<file path="src/rtl/note_detector.sv">
// Tone receiver: measures the period of tone_in in clock_in cycles, classifies it as
// one of the notes do..si and flags the note once it has been stable for several periods.
module note_detector #(
  parameter logic [27:0] P_DO         = 28'd382219,
  parameter logic [27:0] P_RE         = 28'd340530,
  parameter logic [27:0] P_MI         = 28'd303370,
  parameter logic [27:0] P_FA         = 28'd286344,
  parameter logic [27:0] P_SOL        = 28'd255102,
  parameter logic [27:0] P_LA         = 28'd227272,
  parameter logic [27:0] P_SI         = 28'd202478,
  parameter int unsigned TOL_SHIFT    = 6,
  parameter int unsigned STABLE_COUNT = 4,
  parameter logic [27:0] MAX_PERIOD   = 28'd400000
) (
  input  logic        clock_in,
  input  logic        reset,
  input  logic        tone_in,
  output logic [27:0] period_out,
  output logic        period_strobe,
  output logic [2:0]  note_code,
  output logic        note_valid
);

  localparam int unsigned CW = $clog2(STABLE_COUNT + 1);
  localparam logic [CW-1:0] StableMax = CW'(STABLE_COUNT);

  typedef enum logic [0:0] {StIdle, StMeasure} state_e;

  // Window bounds fold to constants because p is always a parameter.
  function automatic logic in_win(input logic [27:0] per, input logic [27:0] p);
    return (per >= p - (p >> TOL_SHIFT)) && (per <= p + (p >> TOL_SHIFT));
  endfunction

  logic          sync1_q, sync2_q, sync3_q, rise_q;
  state_e        state_q, state_d;
  logic [27:0]   counter_q, counter_d;
  logic [27:0]   period_q, period_d;
  logic          strobe_q, strobe_d;
  logic [2:0]    code_q, code_d;
  logic [CW-1:0] count_q, count_d;
  logic          valid_q, valid_d;
  logic          timeout;
  logic [2:0]    cls;

  always_comb begin
    cls = 3'd0;
    if (in_win(period_q, P_DO))  cls = 3'd1;
    if (in_win(period_q, P_RE))  cls = 3'd2;
    if (in_win(period_q, P_MI))  cls = 3'd3;
    if (in_win(period_q, P_FA))  cls = 3'd4;
    if (in_win(period_q, P_SOL)) cls = 3'd5;
    if (in_win(period_q, P_LA))  cls = 3'd6;
    if (in_win(period_q, P_SI))  cls = 3'd7;
  end

  always_comb begin
    state_d   = state_q;
    counter_d = counter_q;
    period_d  = period_q;
    strobe_d  = 1'b0;
    timeout   = 1'b0;
    unique case (state_q)
      StIdle: begin
        counter_d = '0;
        if (rise_q) begin
          state_d   = StMeasure;
          counter_d = 28'd1;
        end
      end
      StMeasure: begin
        // A rise on the timeout cycle still counts as a valid period.
        if (rise_q) begin
          period_d  = counter_q;
          strobe_d  = 1'b1;
          counter_d = 28'd1;
        end else if (counter_q == MAX_PERIOD) begin
          state_d   = StIdle;
          counter_d = '0;
          period_d  = '0;
          timeout   = 1'b1;
        end else begin
          counter_d = counter_q + 28'd1;
        end
      end
      default: state_d = StIdle;
    endcase
  end

  always_comb begin
    code_d  = code_q;
    count_d = count_q;
    valid_d = valid_q;
    if (timeout) begin
      code_d  = 3'd0;
      count_d = '0;
      valid_d = 1'b0;
    end else if (strobe_q) begin
      code_d = cls;
      if (cls == 3'd0) begin
        count_d = '0;
      end else if (cls == code_q) begin
        count_d = (count_q == StableMax) ? StableMax : count_q + CW'(1);
      end else begin
        count_d = CW'(1);
      end
      valid_d = (cls != 3'd0) && (count_d == StableMax);
    end
  end

  always_ff @(posedge clock_in) begin
    if (reset) begin
      sync1_q   <= 1'b0;
      sync2_q   <= 1'b0;
      sync3_q   <= 1'b0;
      rise_q    <= 1'b0;
      state_q   <= StIdle;
      counter_q <= '0;
      period_q  <= '0;
      strobe_q  <= 1'b0;
      code_q    <= 3'd0;
      count_q   <= '0;
      valid_q   <= 1'b0;
    end else begin
      sync1_q   <= tone_in;
      sync2_q   <= sync1_q;
      sync3_q   <= sync2_q;
      rise_q    <= sync2_q & ~sync3_q;
      state_q   <= state_d;
      counter_q <= counter_d;
      period_q  <= period_d;
      strobe_q  <= strobe_d;
      code_q    <= code_d;
      count_q   <= count_d;
      valid_q   <= valid_d;
    end
  end

  assign period_out    = period_q;
  assign period_strobe = strobe_q;
  assign note_code     = code_q;
  assign note_valid    = valid_q;

endmodule

</file>
<file path="config.mk">
export PLATFORM = sky130hd
export DESIGN_NAME = note_detector
export DESIGN_NICKNAME = d
export VERILOG_FILES = /design/src/rtl/note_detector.sv
export SDC_FILE = /design/constraint.sdc
export NUM_CORES = 1
export LEC_CHECK = 0
export BUFFER_PORTS_ARGS = -buffer_cell sky130_fd_sc_hd__buf_2
export CORE_MARGIN = 3
export CORE_UTILIZATION = 50
export DETAILED_ROUTE_END_ITERATION = 7
export MAX_ROUTING_LAYER = met4
export PLACE_DENSITY_LB_ADDON = 0.25
export SYNTH_ARGS = -nofsm -noshare
export SYNTH_HDL_FRONTEND = slang
export SYNTH_SLANG_ARGS = --single-unit
</file>
<file path="constraint.sdc">
create_clock -name clock_in -period 7.5 [get_ports clock_in]
set_clock_uncertainty 0.1 [all_clocks]
set_input_delay 1.5 -clock clock_in [delete_from_list [all_inputs] [get_ports clock_in]]
set_output_delay 1.5 -clock clock_in [all_outputs]
set_load 0.02 [all_outputs]
</file>
==> results.cfg <==
[synthesis]
synth.avg_cell_area_sq_um = 8.58
yosys.cell_types.count = 62
synth_warnings = 0
synth_top_cell_by_area = dfxtp_1
synth_top_cell_area_share_pct = 38.2
syn-num-nets = 429
yosysSeqAreaShare_pct = 38.2
syn_area_sq_mm = 0.00362
ys_async_sr_fraction_pct = 0
synth-edff-count = 0
synthFlopType = dfxtp_1
synth.most_common_cell = dfxtp_1
synth.area.top_cells = dfxtp_1 (38%), a22o_1 (7.3%), nor2_1 (5.6%), xor2_1 (4.8%), nor4_1 (2.9%)
ys_ff_latch = 69
synth_cells = 422
synth_common_cells = dfxtp_1 (69), nor2_1 (54), a22o_1 (30)

[grt]
grt-busiest-layer = met2
grtUsageTotal_pct = 22.4
met3_usage_pct = 5.14
antenna_found_initial = 0
grt_max_degree = 30
use_met2_pct = 34.7
overflow = 0
grt_pass1_vias = 2900
use_met1_pct = 29.2
grt_first_pass_wirelength_mm = 14.8

[placed_design]
routabilityCongestion = 0.964
hpwlAfterDp_mm = 6.41
dp.cells = 526
port_buffers = 35
dpl_cell_area_sq_mm = 0.00381
dpl_worst_slack_ns = 4.18

[power_and_ir_drop]
irDropWorstVdd_mv = 0.136
p_leak_uw = 0.00161
p_per_area_mw_per_mm2 = 186

[sta]
fmax_mhz = 301
layout_setup_ws_ns = 4.18
hold_violations = 0
slew_violations = 0
setup_viol = 0
maxSlewHeadroom_pct = 34.7
min_period_over_period_pct = 44.3
rsz0062_at_grt = false
worstMarginPinSlew_ns = 0.979
fin_crit_ns = 3.32
setup_tns_ns = 0

[critical_path]
rr_startpoint = period_out[27]
end_kind = flip-flop
critical_path_class = flip-flop to flip-flop
path_max_fanout = 7
worstSetupStartpoint = period_out[27]
setup.worst_path.start_class = flip-flop
crit_required_ns = 7.63
crit_arrival_ns = 3.45

[min_path]
hold_class = flip-flop to flip-flop
min_from = sync3_q

[routing]
via_per_inst = 6.13
routed_wl_mm = 9.08
vias = 3322
drcViolationCount = 0
drt_iter0_markers = 348
wire_per_inst_um = 16.8
dr.pass1.iters = 4
antenna_left = 0

[die]
die_h_um = 91.1
core_area_sq_mm = 0.00691
die_x_um = 91.1
pin_count = 36
row_count = 30
die-area_sq_mm = 0.00830
start_util_pct = 52.4

[clock_tree]
path_clk_slew_ns = 0.07
cts_tree = done
clock_path_buffers = 2
holdBufCountCts = 0
clk_latency_ns = 0.34
clockRootBuffer = clkbuf_8
cts_buffers = 9
post_cts_buffers = 0
postCtsResizedCells = 0
cts.htree.levels = 3
numClockSinks = 69

[outcome]
status = completed

[final_layout]
finalInstanceArea_sq_mm = 0.00407
areaGrowthSynthToFinish_pct = 12.3
antenna_cells = 0
nets = 448
drive_gt1_share_pct = 15.5
final_cells = 542

[flow_run]
maxCapViolCount = 0
area by class of cell:
cell class | instances | area [sq um]
Timing Repair Buffer | 37 | 190
Clock buffer | 11 | 151
Multi-Input combinational cell | 315 | 2080
Sequential cell | 69 | 1380
Clock inverter | 5 | 106
Inverter | 9 | 33.8
Fill cell | 652 | 2840
Tap cell | 96 | 120
critical path, cell delays in order (launching register included):
cell	delay, ns
dfxtp_1	0.32
or4_1	0.68
nor2_4	0.21
nand3_2	0.10
o41ai_2	0.30
nor4_1	0.13
or4_4	0.56
xor2_1	0.18
or3_1	0.38
a32o_1	0.27
path summary, 6_finish.rpt:
| kind | cells past startpoint | end | slack (ns) |
|---|---|---|---|
| worst max-delay path | 9 | count_q[0] | 4.18 |
| worst min-delay path | 1 | rise_q | 0.29 |
| worst max register to register | 9 | count_q[0] | 4.18 |
| worst min register to register | 1 | rise_q | 0.29 |
placed cells by master (no fill, tap or decap), drive strengths merged, types with 4 or more instances in the layout:
master,Yosys,layout
dfxtp,69,69
nor2,55,55
buf,6,37
a22o,30,30
nand3,22,22
nand2,20,20
xor2,20,20
nor4,17,17
nor3,12,12
and3,11,11
clkbuf,23,11
inv,9,9
a21oi,8,8
nor2b,8,8
xnor2,8,8
a31oi,7,7
or3,6,6
or2,6,6
nand4,5,5
and2,5,5
a211oi,5,5
o21ai,5,5
or4,5,5
mux2i,4,4
ha,4,4
where the power goes:
part	switching [uW]	internal, uW
logic	5.83	2.43
clock network	140	240
registers	0.943	367
per-stage QoR:
stage | total power, uW | utilization [%] | hold WS, ns
after CTS | 761 | 58.9 | 0.294
after detailed placement | 385 | 55.1 | 0.283
final | 756 | 58.9 | 0.286
after global routing | 783 | 58.9 | 0.324
after global placement | 385 | 55.1 | 0.275
after floorplan | 383 | - | 0.267
cell families after synthesis:
logic type,synth area share (%)
AOI/OAI and AO/OA,18.7
adders and majority gates,1.38
xor gates and xnor gates,6.78
muxes,1.11
and+or+nand+nor,29.6
buffers and inverters,4.29
DFF,38.2
state kept, by name, summed over array words and instances, names as in the netlist:
name / cells
count_q: 3
counter_q: 28
note_code: 3
note_valid: 1
period_out: 28
period_strobe: 1
rise_q: 1
state_q: 1
sync1_q: 1
sync2_q: 1
sync3_q: 1
per-layer routing:
layer	vias up	routed length (um)
met3	17	489
li1	1600	-
met5	-	0
met4	0	158
met1	1588	4000
met2	117	4430
No activity file was read; power rests on OpenSTA's default activity.
